===== src/rtl/uart_pkg.sv =====
// Shared types and constants for the UART TX arbiter: FSM state encoding,
// byte width and default gap/timeout settings.
package uart_pkg;
  localparam int UART_DATA_W      = 8;
  localparam int DEF_GAP_CYCLES   = 1;
  localparam int DEF_BUSY_TIMEOUT = 31;

  typedef enum logic [2:0] {
    IDLE      = 3'd0,
    LOAD      = 3'd1,
    WAIT_BUSY = 3'd2,
    WAIT_DONE = 3'd3,
    GAP       = 3'd4
  } arb_state_t;
endpackage


===== src/rtl/uart_tx_arbiter_rr_pick.sv =====
// Combinational round-robin picker: first valid index strictly after i_last,
// wrapping modulo N_REQ.
module rr_pick #(
  parameter int N_REQ = 4,
  parameter int IW    = $clog2(N_REQ)
) (
  input  logic [N_REQ-1:0] i_valid,
  input  logic [IW-1:0]    i_last,
  output logic [IW-1:0]    o_win,
  output logic             o_any
);
  always_comb begin
    o_win = '0;
    // Walk the ring backwards so the nearest candidate after i_last wins.
    for (int k = N_REQ; k >= 1; k--) begin
      if (i_valid[(int'(i_last) + k) % N_REQ])
        o_win = IW'((int'(i_last) + k) % N_REQ);
    end
  end

  assign o_any = |i_valid;
endmodule


===== src/rtl/uart_tx_arbiter.sv =====
// Round-robin arbiter sharing one UART serializer among N_REQ byte sources.
// Optional busy-rise watchdog is built in when UART_TX_ARB_TIMEOUT_EN is defined.
module uart_tx_arbiter
  import uart_pkg::*;
#(
  parameter int N_REQ        = 4,
  parameter int GAP_CYCLES   = DEF_GAP_CYCLES,
  parameter int BUSY_TIMEOUT = DEF_BUSY_TIMEOUT,
  localparam int IW          = $clog2(N_REQ)
) (
  input  logic                         clk,
  input  logic                         reset,
  input  logic [N_REQ-1:0]             req_valid,
  input  logic [UART_DATA_W*N_REQ-1:0] req_data,
  output logic [N_REQ-1:0]             req_ready,
  output logic                         tx_transmit,
  output logic [UART_DATA_W-1:0]       tx_data,
  input  logic                         tx_busy,
  output logic [IW-1:0]                grant_id,
  output logic                         active,
  output logic                         timeout_err
);
  arb_state_t             r_state, w_next;
  logic [IW-1:0]          r_last, r_grant, w_win;
  logic [UART_DATA_W-1:0] r_tx_data;
  logic                   r_active;
  logic [3:0]             r_gap_cnt;
  logic                   w_any, w_accept, w_release, w_wd_expire;
  arb_state_t             w_after_frame;

  rr_pick #(.N_REQ(N_REQ), .IW(IW)) u_pick (
    .i_valid (req_valid),
    .i_last  (r_last),
    .o_win   (w_win),
    .o_any   (w_any)
  );

  assign w_after_frame = (GAP_CYCLES == 0) ? IDLE : GAP;

  always_comb begin
    w_next      = r_state;
    req_ready   = '0;
    tx_transmit = 1'b0;
    w_accept    = 1'b0;
    case (r_state)
      IDLE: if (w_any) begin
        w_accept  = 1'b1;
        req_ready = N_REQ'(1) << w_win;
        w_next    = LOAD;
      end
      LOAD: begin
        tx_transmit = 1'b1;
        w_next      = WAIT_BUSY;
      end
      WAIT_BUSY: begin
        if (tx_busy)          w_next = WAIT_DONE;
        else if (w_wd_expire) w_next = w_after_frame;
      end
      WAIT_DONE: if (!tx_busy) w_next = w_after_frame;
      GAP:       if (r_gap_cnt == 4'(GAP_CYCLES - 1)) w_next = IDLE;
      default:   w_next = IDLE;
    endcase
  end

  assign w_release = (w_next == IDLE) && (r_state != IDLE);

  always_ff @(posedge clk or posedge reset) begin
    if (reset) begin
      r_state   <= IDLE;
      r_last    <= IW'(N_REQ - 1);
      r_grant   <= '0;
      r_tx_data <= '0;
      r_active  <= 1'b0;
      r_gap_cnt <= '0;
    end else begin
      r_state <= w_next;
      // tx_data only moves on accept: the serializer re-reads it whenever idle.
      if (w_accept) begin
        r_tx_data <= req_data[int'(w_win)*UART_DATA_W +: UART_DATA_W];
        r_grant   <= w_win;
        r_last    <= w_win;
        r_active  <= 1'b1;
      end else if (w_release) begin
        r_active  <= 1'b0;
      end
      r_gap_cnt <= (r_state == GAP) ? r_gap_cnt + 4'd1 : 4'd0;
    end
  end

`ifdef UART_TX_ARB_TIMEOUT_EN
  logic [7:0] r_wd;
  logic       r_timeout;

  assign w_wd_expire = (r_wd == 8'(BUSY_TIMEOUT - 1));

  always_ff @(posedge clk or posedge reset) begin
    if (reset) begin
      r_wd      <= '0;
      r_timeout <= 1'b0;
    end else begin
      r_wd <= (r_state == WAIT_BUSY) ? r_wd + 8'd1 : 8'd0;
      if (r_state == WAIT_BUSY && !tx_busy && w_wd_expire)
        r_timeout <= 1'b1;
    end
  end

  assign timeout_err = r_timeout;
`else
  // No watchdog: never expires, BUSY_TIMEOUT only sized for the watchdog build.
  assign w_wd_expire = (BUSY_TIMEOUT < 0);
  assign timeout_err = 1'b0;
`endif

  assign tx_data  = r_tx_data;
  assign grant_id = r_grant;
  assign active   = r_active;
endmodule


===== config.mk =====
export PLATFORM = sky130hd
export DESIGN_NAME = uart_tx_arbiter
export DESIGN_NICKNAME = d
export VERILOG_FILES = /design/src/rtl/uart_pkg.sv /design/src/rtl/uart_tx_arbiter_rr_pick.sv /design/src/rtl/uart_tx_arbiter.sv
export SDC_FILE = /design/constraint.sdc
export NUM_CORES = 1
export LEC_CHECK = 0
export CORE_MARGIN = 2
export CORE_UTILIZATION = 55
export CTS_BUF_LIST = sky130_fd_sc_hd__clkbuf_4
export DETAILED_ROUTE_END_ITERATION = 10
export DONT_BUFFER_PORTS = 1
export PLACE_DENSITY = 0.73
export SYNTH_ARGS = -nofsm -noshare
export SYNTH_HDL_FRONTEND = slang
export SYNTH_SLANG_ARGS = --single-unit

===== constraint.sdc =====
create_clock -name clk -period 2 [get_ports clk]
set_clock_uncertainty 0.2 [all_clocks]
set_input_delay 0.2 -clock clk [delete_from_list [all_inputs] [get_ports clk]]
set_output_delay 0.2 -clock clk [all_outputs]
set_load 0.01 [all_outputs]

==> flow_metrics.tcl, run 1 <==
set metrics [dict create \
    placedCellCount 160 \
    synth_xor_area_share_pct 1.38 \
    max_freq_mhz 494 \
    crit_path_max_fanout 6 \
    insertedDiodeCount 0 \
    fin_crit_sh_pct 101 \
    seq_area_frac_synth_pct 39.6 \
    grt_pass1_vias 1274 \
    finalPower_w 0.00216 \
    status "finished, violations left" \
    synthSimpleGateAreaFrac_pct 15.7 \
    wirelength_um 4080 \
    area_growth_pct 41.8 \
    yosys.area.top_type "dfrtp_1" \
    critical_path_required_ns 1.97 \
    cts-root-buf "clkbuf_4" \
    via_per_inst 6.16 \
    synthAdderAreaFrac_pct 1.97 \
    cts-htree-levels 1 \
    clockPowerShare_pct 9.6 \
    syn-num-nets 173 \
    whs_ns 0.000832 \
    vdd.ir_drop.worst_mv 0.757 \
    finalHoldViolations 0 \
    drt_iter0_markers 46 \
    final_cell_mix "32 x dlygate4sd3_1, 18 x nor2_1, 18 x dfrtp_1" \
    cp.arrival_ns 1.99 \
    synth-async-reset-ratio_pct 100 \
    antenna_found_initial 0 \
    fp.dieH_um 52.0 \
    coreArea_sq_um 2190 \
    cts_num_sinks 20 \
    gp_congestion 0.734 \
    grt_start_max_net_pins 21 \
    worst_slew_pin_slew_ns 0.754 \
    final_common_cell "dlygate4sd3_1" \
    worstSetupEndpointType "flop" \
    cts_tree "yes" \
    min_period_ns 2.02 \
    fin_nets 219 \
    p_sw_w 0.000985 \
    layout-drive-gt1-share_pct 25.4 \
    synth_edf_count 0 \
    setup_ws_ns -0.0230 \
    yosysUniqueCellTypes 36 \
    stdcell_count 205 \
    synth_ff_type "dfrtp_1" \
    relSlewSlack_pct 49.6 \
    io_buffers 0 \
    grt_overflow_total 0 \
    cts_buffer_depth 2 \
    violations "setup timing" \
    path_clk_slew_ns 0.12 \
    cp-start-kind "flop" \
    setup_viol 5 \
    synth-compound-area-share_pct 24.9 \
    rsz0062_at_grt "yes" \
    combPwrFrac_pct 54.3 \
    detail-route-antenna-nets 0 \
    firstDrtPassIters 4 \
    slew_violations 0 \
    cts_buffers 3 \
    grtUsageTotal_pct 31.7 \
    synth_top_family_by_area "compound AO/OA/AOI/OAI gates" \
    syn_area_sq_um 1270 \
    drc 0 \
    syn_inst 132 \
    min_path_type "input pin to flop" \
    dp_hpwl_um 2010 \
    grt_first_pass_wirelength_um 6060 \
    die_w_um 52.0 \
    crit_type "flop to flop" \
    power_density_nw_per_um2 1200 \
    synthTopCellsByArea "dfrtp_1 36%, a211oi_2 7.9%, mux2i_1 6.3%" \
    num_rows 17 \
    wl_per_cell_um 19.9 \
    maxCapViolCount 0 \
    syn_avg_cell_area_sq_um 9.61 \
    switching_share_pct 45.6 \
    dieArea_sq_um 2710 \
    synth_seq_cells 20 \
    io-pin-count 56 \
    vias 1262 \
    p_int_w 0.00118 \
    synthMuxAreaShare_pct 6.31 \
    seqPwrFrac_pct 36.1 \
    clock_latency_ns 0.31 \
    start_util_pct 57.9 \
    yosys_warnings 0 \
    p_leak_nw 0.772 \
    synth_top_cell_area_share_pct 35.5 \
]
## layout make-up
cell class,instances,area [sq um]
multi-input cells,92,742
flip-flops and latches,20,503
repair buffers,47,440
fillers,116,392
inverters,14,52.6
well taps,28,35.0
clock buffers,3,22.5
clock inverters,1,3.75
## critical path, stage by stage (launching register included)
cell and delay (ns):
dfstp_2 0.58, nand2b_4 0.15, a21o_1 0.12, and3_4 0.22, buf_4 0.18, mux2i_1 0.31
a211oi_2 0.12
## power groups by stage
stage | Clock, W | Sequential, W | Combinational [W]
floorplan | 0 | 0.000732 | 0.000718
global placement | 0 | 0.000758 | 0.000783
detailed placement | 0 | 0.000768 | 0.000807
CTS | 0.000208 | 0.000762 | 0.00105
global route | 0.000228 | 0.000791 | 0.00126
finish | 0.000208 | 0.000780 | 0.00117
## worst paths after layout
check	to	cells past startpoint	slack (ns)	startpoint
max in group asynchronous	tx_data[2]$_DFFE_PP0P_	2	0.88	reset
worst min register to register	r_gap_cnt[0]$_DFF_PP0_	1	0.32	r_gap_cnt[0]$_DFF_PP0_
min in group asynchronous	active$_DFFE_PP0P_	2	0.25	reset
worst max register to register	tx_data[5]$_DFFE_PP0P_	6	-0.02	r_last[0]$_DFFE_PP1P_
worst max-delay path	tx_data[5]$_DFFE_PP0P_	6	-0.02	r_last[0]$_DFFE_PP1P_
worst min-delay path	tx_data[2]$_DFFE_PP0P_	4	0.0008	req_data[26]
## layer usage
layer  GRT usage (%)  routed length (um)
met1            35.1                1470
met2            57.6                2130
met3            6.90                 311
met4            13.2                 167
met5               0                   0
## synthesized netlist by cell type, types with 3 or more instances
cell and count:
mux2i_1 8, nor3b_1 3, nand2_1 4, a211oi_2 8, nor3_1 4, a211oi_1 8
dfrtp_1 18, inv_1 13, nand2b_1 3, o21ai_0 3, a31oi_1 8, buf_6 3
nor2_1 20
## flip-flops by register name (all words and copies together), names as in the netlist
signal and cells:
r_gap_cnt 4, tx_data 8, r_state 3, r_last 2
active 1, grant_id 2
## cell families (layout without fill, tap and decap cells)
logic type	count (synthesis)	count (layout)
adders and majority gates	2	2
buffers and inverters	21	65
muxes	8	8
DFF	20	20
and+or+nand+nor	41	42
other	1	1
xor gates and xnor gates	2	2
AOI/OAI and AO/OA	37	37
## timing repair
action                                  in CTS  in global routing
buffers inserted                             8                  0
pin swaps                                    2                  1
endpoints found under the hold margin       29                  0
hold buffers                                32                  0
gates cloned                                 1                  0
endpoints found under the setup margin       4                 12
resized for setup                           11                  8
## metrics by stage
step | utilization [%] | TNS [ns] | setup WS (ns) | instance area [sq um]
CTS | 80.5 | 0 | 0.00237 | 1760
finish | 82.1 | -0.0660 | -0.0230 | 1800
floorplan | - | 0 | 0.00940 | 1270
global route | 82.1 | -0.637 | -0.0866 | 1800
detailed placement | 58.8 | 0 | 0.0733 | 1290
global placement | 58.8 | 0 | 0.129 | 1290
No activity file was read; power rests on OpenSTA's default activity.
==> run 2: changes to the inputs <==
--- a/config.mk
+++ b/config.mk
@@ -5,12 +5,12 @@
 export SDC_FILE = /design/constraint.sdc
 export NUM_CORES = 1
 export LEC_CHECK = 0
+export BUFFER_PORTS_ARGS = -buffer_cell sky130_fd_sc_hd__buf_4
 export CORE_MARGIN = 2
-export CORE_UTILIZATION = 55
+export CORE_UTILIZATION = 49
 export CTS_BUF_LIST = sky130_fd_sc_hd__clkbuf_4
 export DETAILED_ROUTE_END_ITERATION = 10
-export DONT_BUFFER_PORTS = 1
-export PLACE_DENSITY = 0.73
+export PLACE_DENSITY = 0.82
 export SYNTH_ARGS = -nofsm -noshare
 export SYNTH_HDL_FRONTEND = slang
 export SYNTH_SLANG_ARGS = --single-unit
==> constraint.sdc (replaced) <==
create_clock -name clk -period 2.12 [get_ports clk]
set_clock_uncertainty 0.2 [all_clocks]
set_input_delay 0.212 -clock clk [delete_from_list [all_inputs] [get_ports clk]]
set_output_delay 0.212 -clock clk [all_outputs]
set_load 0.01 [all_outputs]
==> run 2 against run 1 <==
  * Utilization shrank 6.9 points
  * Highest routed layer unchanged
  * Clock power shrank 6%
  * Sequential cell count is the same
  * Largest cell class unchanged
  * Sequential share of layout area shrank 0.65 points
  * Largest power group unchanged
  * The run now ends clean
  * Worst hold slack gained 0.030 ns
  * Sequential power shrank 13%
  * First-iteration DRC count shrank 43%
==> flow_metrics.tcl, run 2 (synthesis gave the netlist of run 1 again) <==
set metrics [dict create \
    vdd.ir_drop.worst_mv 0.789 \
    finalHoldViolations 0 \
    cts-htree-levels 1 \
    dieArea_sq_um 3010 \
    critical-path-max-stage-delay_ns 0.59 \
    fin_nets 241 \
    insertedDiodeCount 0 \
    slew_violations 0 \
    finalPower_w 0.00212 \
    dp_hpwl_um 2550 \
    cp_top_family "flip-flops" \
    cp_slowest_cell "dfstp_2" \
    final_common_cell "buf_4" \
    area_growth_pct 45.6 \
    crit_path_max_fanout 3 \
    cp.arrival_ns 1.70 \
    drc 0 \
    detail-route-antenna-nets 0 \
    drt_iter0_markers 26 \
    coreArea_sq_um 2450 \
    worst_slew_pin_slew_ns 0.757 \
    rsz0062_at_grt "yes" \
    relSlewSlack_pct 49.5 \
    critPathMostFrequentCell "buf_4" \
    vias 1317 \
    max_freq_mhz 473 \
    firstDrtPassIters 4 \
    grt_pass1_vias 1254 \
    critical_path.cell_chain "nor3b_1 -> a311oi_4 -> buf_4 -> nor3_1 -> buf_4" \
    start_util_pct 51.7 \
    postLayoutCoreUtil_pct 75.2 \
    grt_overflow_total 0 \
    grtUsageTotal_pct 26.3 \
    power_density_nw_per_um2 1150 \
    fin_tns_setup_ns 0 \
    wl_per_cell_um 15.5 \
    cts_tree "yes" \
    maxCapViolCount 0 \
    critical_path_required_ns 1.71 \
    fin_crit_sh_pct 99.8 \
    num_rows 18 \
    worstSetupEndpointType "output port" \
    status "finished clean" \
    cts_buffer_depth 2 \
    path_buf_inv 2 \
    io-pin-count 56 \
    final_cell_mix "67 x buf_4, 19 x nor2_1, 17 x dfrtp_1" \
    via_per_inst 5.75 \
    cts_num_sinks 20 \
    whs_ns 0.0306 \
    cp-start-kind "flop" \
    io_buffers 54 \
    setup_ws_ns 0.00360 \
    cts_buffers 3 \
    min_path_type "input pin to flop" \
    crit_type "flop to output port" \
    fp.dieH_um 54.9 \
    antenna_found_initial 0 \
    gp_congestion 0.756 \
    wirelength_um 3550 \
    place_ws_ns 0.131 \
    p_leak_nw 0.887 \
    setup_viol 0 \
    die_w_um 54.9 \
    min_period_ns 2.12 \
    cts-root-buf "clkbuf_4" \
    clock_latency_ns 0.32 \
    grt_first_pass_wirelength_um 5420 \
    path_clk_slew_ns 0.12 \
    largest_register_ffs 8 \
    grt_start_max_net_pins 21 \
    layout-drive-gt1-share_pct 46.7 \
]
==> run 2: cell count changes in the layout (fill, tap and decap cells not counted), moves of 2 or more <==
cell           delta
buf_4            +54
dlygate4sd3_1    -30
buf_6             -2
nor2_4            -2
==> run 2: what timing repair did <==
item,4_1_cts,5_1_grt
setup buffers,5,2
hold buffers,2,0
endpoints found under the setup margin,4,5
hold endpoints to repair,20,0
cloned,0,0
resized for setup,4,5
pin swaps,2,3
==> run 2: worst register-to-register path: stages, from the launching register on <==
cell and delay [ns]:
dfstp_2 0.58, nand2b_4 0.14, a21o_1 0.14, and3_4 0.22, buf_12 0.11, buf_4 0.16
mux2i_1 0.25, a211oi_1 0.11
==> run 2: per-stage QoR <==
step,area [sq um],cells
floorplan,1270,132
global placement,1700,216
detailed placement,1700,216
CTS,1820,227
global route,1850,229
finish,1850,229
==> run 2: final timing paths <==
| check | slack, ns | start | to | cells past startpoint |
|---|---|---|---|---|
| min in group asynchronous | 0.38 | reset | r_gap_cnt[1]$_DFF_PP0_ | 3 |
| worst min-delay path | 0.03 | req_data[12] | tx_data[4]$_DFFE_PP0P_ | 3 |
| worst min register to register | 0.30 | r_gap_cnt[0]$_DFF_PP0_ | r_gap_cnt[0]$_DFF_PP0_ | 1 |
| worst max register to register | 0.10 | r_last[0]$_DFFE_PP1P_ | tx_data[7]$_DFFE_PP0P_ | 7 |
| worst max-delay path | 0.004 | r_last[1]$_DFFE_PP1P_ | req_ready[1] | 5 |
| max in group asynchronous | 0.82 | reset | r_state[2]$_DFF_PP0_ | 3 |
==> run 2: metal layers <==
metal  wire length [um]  vias up  GRT usage (%)
met4                146        0           16.3
met2               1850       71           47.2
met1               1330      629           28.3
met5                  0        -              0
met3                228       17           4.64
li1                   -      600              -
==> run 2: power by group <==
group	switching [W]	total [W]	internal, W	leakage, nW
registers	0.000128	0.000677	0.000549	0.234
logic	0.000629	0.00124	0.000615	0.638
clock network	0.000127	0.000196	0.0000690	0.0154
==> run 2: area by class of cell <==
| type | count | area [sq um] |
|---|---|---|
| multi-input combinational | 91 | 683 |
| fill | 177 | 608 |
| timing repair buffer | 70 | 543 |
| sequential | 20 | 504 |
| inverter | 14 | 52.6 |
| tap | 30 | 37.5 |
| clock buffer | 3 | 22.5 |
| clock inverter | 1 | 3.75 |
==> run 3: changes to the inputs <==
--- a/config.mk
+++ b/config.mk
@@ -7,10 +7,9 @@
 export LEC_CHECK = 0
 export BUFFER_PORTS_ARGS = -buffer_cell sky130_fd_sc_hd__buf_4
 export CORE_MARGIN = 2
-export CORE_UTILIZATION = 49
+export CORE_UTILIZATION = 25
 export CTS_BUF_LIST = sky130_fd_sc_hd__clkbuf_4
 export DETAILED_ROUTE_END_ITERATION = 10
-export PLACE_DENSITY = 0.82
 export SYNTH_ARGS = -nofsm -noshare
 export SYNTH_HDL_FRONTEND = slang
 export SYNTH_SLANG_ARGS = --single-unit
==> run 3 against run 2 <==
  * First-iteration DRC count increased by 15%
  * Highest routed layer unchanged
  * Largest cell class unchanged
  * Non-clock buffer count increased by 14
  * Die area rose by 88%
==> flow_metrics.tcl, run 3 (synthesis gave the netlist of run 1 again) <==
set metrics [dict create \
    status "finished clean" \
    nFillCells 521 \
    cp_top_family "flip-flops" \
    worstSetupEndpointType "output port" \
    drt_iter0_markers 30 \
    io_buffers 54 \
    cp-start-kind "flop" \
    fin_crit_sh_pct 99.1 \
    cts-htree-levels 1 \
    grt_first_pass_wirelength_um 5480 \
    layout-drive-gt1-share_pct 51.9 \
    cts_num_sinks 20 \
    wl_per_cell_um 12.7 \
    place_ws_ns 0.0743 \
    final_common_cell "buf_4" \
    vdd.ir_drop.worst_mv 0.558 \
    clock_latency_ns 0.30 \
    grtUsageTotal_pct 12.5 \
    min_path_type "input pin to flop" \
    gp_congestion 0.724 \
    p_leak_nw 0.970 \
    setup_viol 0 \
    insertedDiodeCount 0 \
    rsz0062_at_grt "yes" \
    fp.dieH_um 75.2 \
    crit_path_max_fanout 3 \
    path_buf_inv 2 \
    finalHoldViolations 0 \
    path_clk_slew_ns 0.12 \
    multiInputGateArea_sq_um 699 \
    final_cell_area_sq_um 2040 \
    largest_register_ffs 8 \
    postLayoutCoreUtil_pct 42.4 \
    io-pin-count 56 \
    ff_latch_area_sq_um 504 \
    start_util_pct 26.3 \
    critical-path-max-stage-delay_ns 0.58 \
    firstDrtPassIters 4 \
    final_cell_mix "80 x buf_4, 19 x nor2_1, 17 x dfrtp_1" \
    num_rows 25 \
    cts_tree "yes" \
    max_freq_mhz 476 \
    vias 1249 \
    maxCapViolCount 0 \
    crit_type "flop to output port" \
    die_w_um 75.2 \
    rrSetupSlack_ns 0.05 \
    placed_area_sq_um 1770 \
    cts-root-buf "clkbuf_4" \
    fin_nets 256 \
    via_per_inst 4.44 \
    critPathMostFrequentCell "buf_4" \
    area_growth_pct 61.1 \
    cp_slowest_cell "dfstp_2" \
    power_density_nw_per_um2 1170 \
    whs_ns 0.0349 \
    drc 0 \
    finalPower_w 0.00239 \
    slew_violations 0 \
    cp.arrival_ns 1.69 \
    critical_path_required_ns 1.71 \
    detail-route-antenna-nets 0 \
    critical_path.cell_chain "nor3b_2 -> a311oi_4 -> buf_4 -> nor3_2 -> buf_4" \
    cts_buffers 3 \
    wirelength_um 3570 \
    coreArea_sq_um 4820 \
    setup_ws_ns 0.0201 \
    grt_pass1_vias 1195 \
    grt_overflow_total 0 \
    min_period_ns 2.10 \
    antenna_found_initial 0 \
    dieArea_sq_um 5660 \
    grt_start_max_net_pins 21 \
    cts_buffer_depth 2 \
    dp_hpwl_um 2500 \
]
==> run 3: cell types whose count changed in the layout (fill, tap and decap cells not counted) <==
cell and change:
buf_4 +13, nor3_2 +1, nor3b_1 -1, clkinv_1 -1, nor3b_2 +1, buf_6 +1, bufinv_16 +1, nor3_1 -1
nand2_2 +1
==> run 3: through the flow <==
stage	std cells	TNS, ns
after floorplan	132	0
final	281	0
after global placement	255	0
after global routing	281	-0.196
after detailed placement	255	0
after CTS	265	0
==> run 3: final timing paths <==
path | cells past startpoint | end | startpoint
setup / recovery | 5 | req_ready[1] | r_last[1]$_DFFE_PP1P_
hold / removal | 3 | tx_data[1]$_DFFE_PP0P_ | req_data[9]
setup reg to reg | 8 | tx_data[0]$_DFFE_PP0P_ | r_last[1]$_DFFE_PP1P_
hold reg to reg | 1 | r_gap_cnt[0]$_DFF_PP0_ | r_gap_cnt[0]$_DFF_PP0_
max in group asynchronous | 4 | r_last[0]$_DFFE_PP1P_ | reset
min in group asynchronous | 4 | grant_id[0]$_DFFE_PP0P_ | reset
==> run 3: area by class of cell <==
| cell class | instances | share of cell area, % |
|---|---|---|
| Sequential cell | 20 | 24.7 |
| Timing Repair Buffer | 84 | 31.9 |
| Clock buffer | 3 | 1.10 |
| Multi-Input combinational cell | 92 | 34.2 |
| Tap cell | 67 | 4.10 |
| Inverter | 14 | 2.57 |
| Clock inverter | 1 | 1.47 |
==> run 3: worst reg2reg max path, delay by kind of cell (launching register included) <==
family          cells  cell delay [ns]
flops               1             0.58
buf+inv             3             0.40
compound gates      3             0.60
simple gates        2             0.18
==> run 3: what timing repair did <==
item                                    4_1_cts  5_1_grt
cloned                                        0        1
pin swaps                                     1        3
gates resized for setup                       7        5
buffers inserted                              4       15
hold buffers                                  2        0
endpoints found under the setup margin        4        4
hold endpoints to repair                     23        0
==> run 3: report_power, final <==
| group | total (W) | leakage [nW] | switching (W) | internal, W |
|---|---|---|---|---|
| Combinational | 0.00139 | 0.707 | 0.000657 | 0.000738 |
| Clock | 0.000317 | 0.0279 | 0.000126 | 0.000191 |
| Sequential | 0.000675 | 0.234 | 0.000125 | 0.000550 |
| Total | 0.00239 | 0.970 | 0.000908 | 0.00148 |
==> run 3: per-layer routing <==
metal  part of all wire (%)  wire (um)  up-vias  GRT usage (%)
li1                       -          -      633              -
met1                     44       1560      580           17.1
met2                     49       1740       34           19.5
met3                    7.0        250        2           3.48
met4                   0.53         19        0           3.51
met5                      0          0        -              0
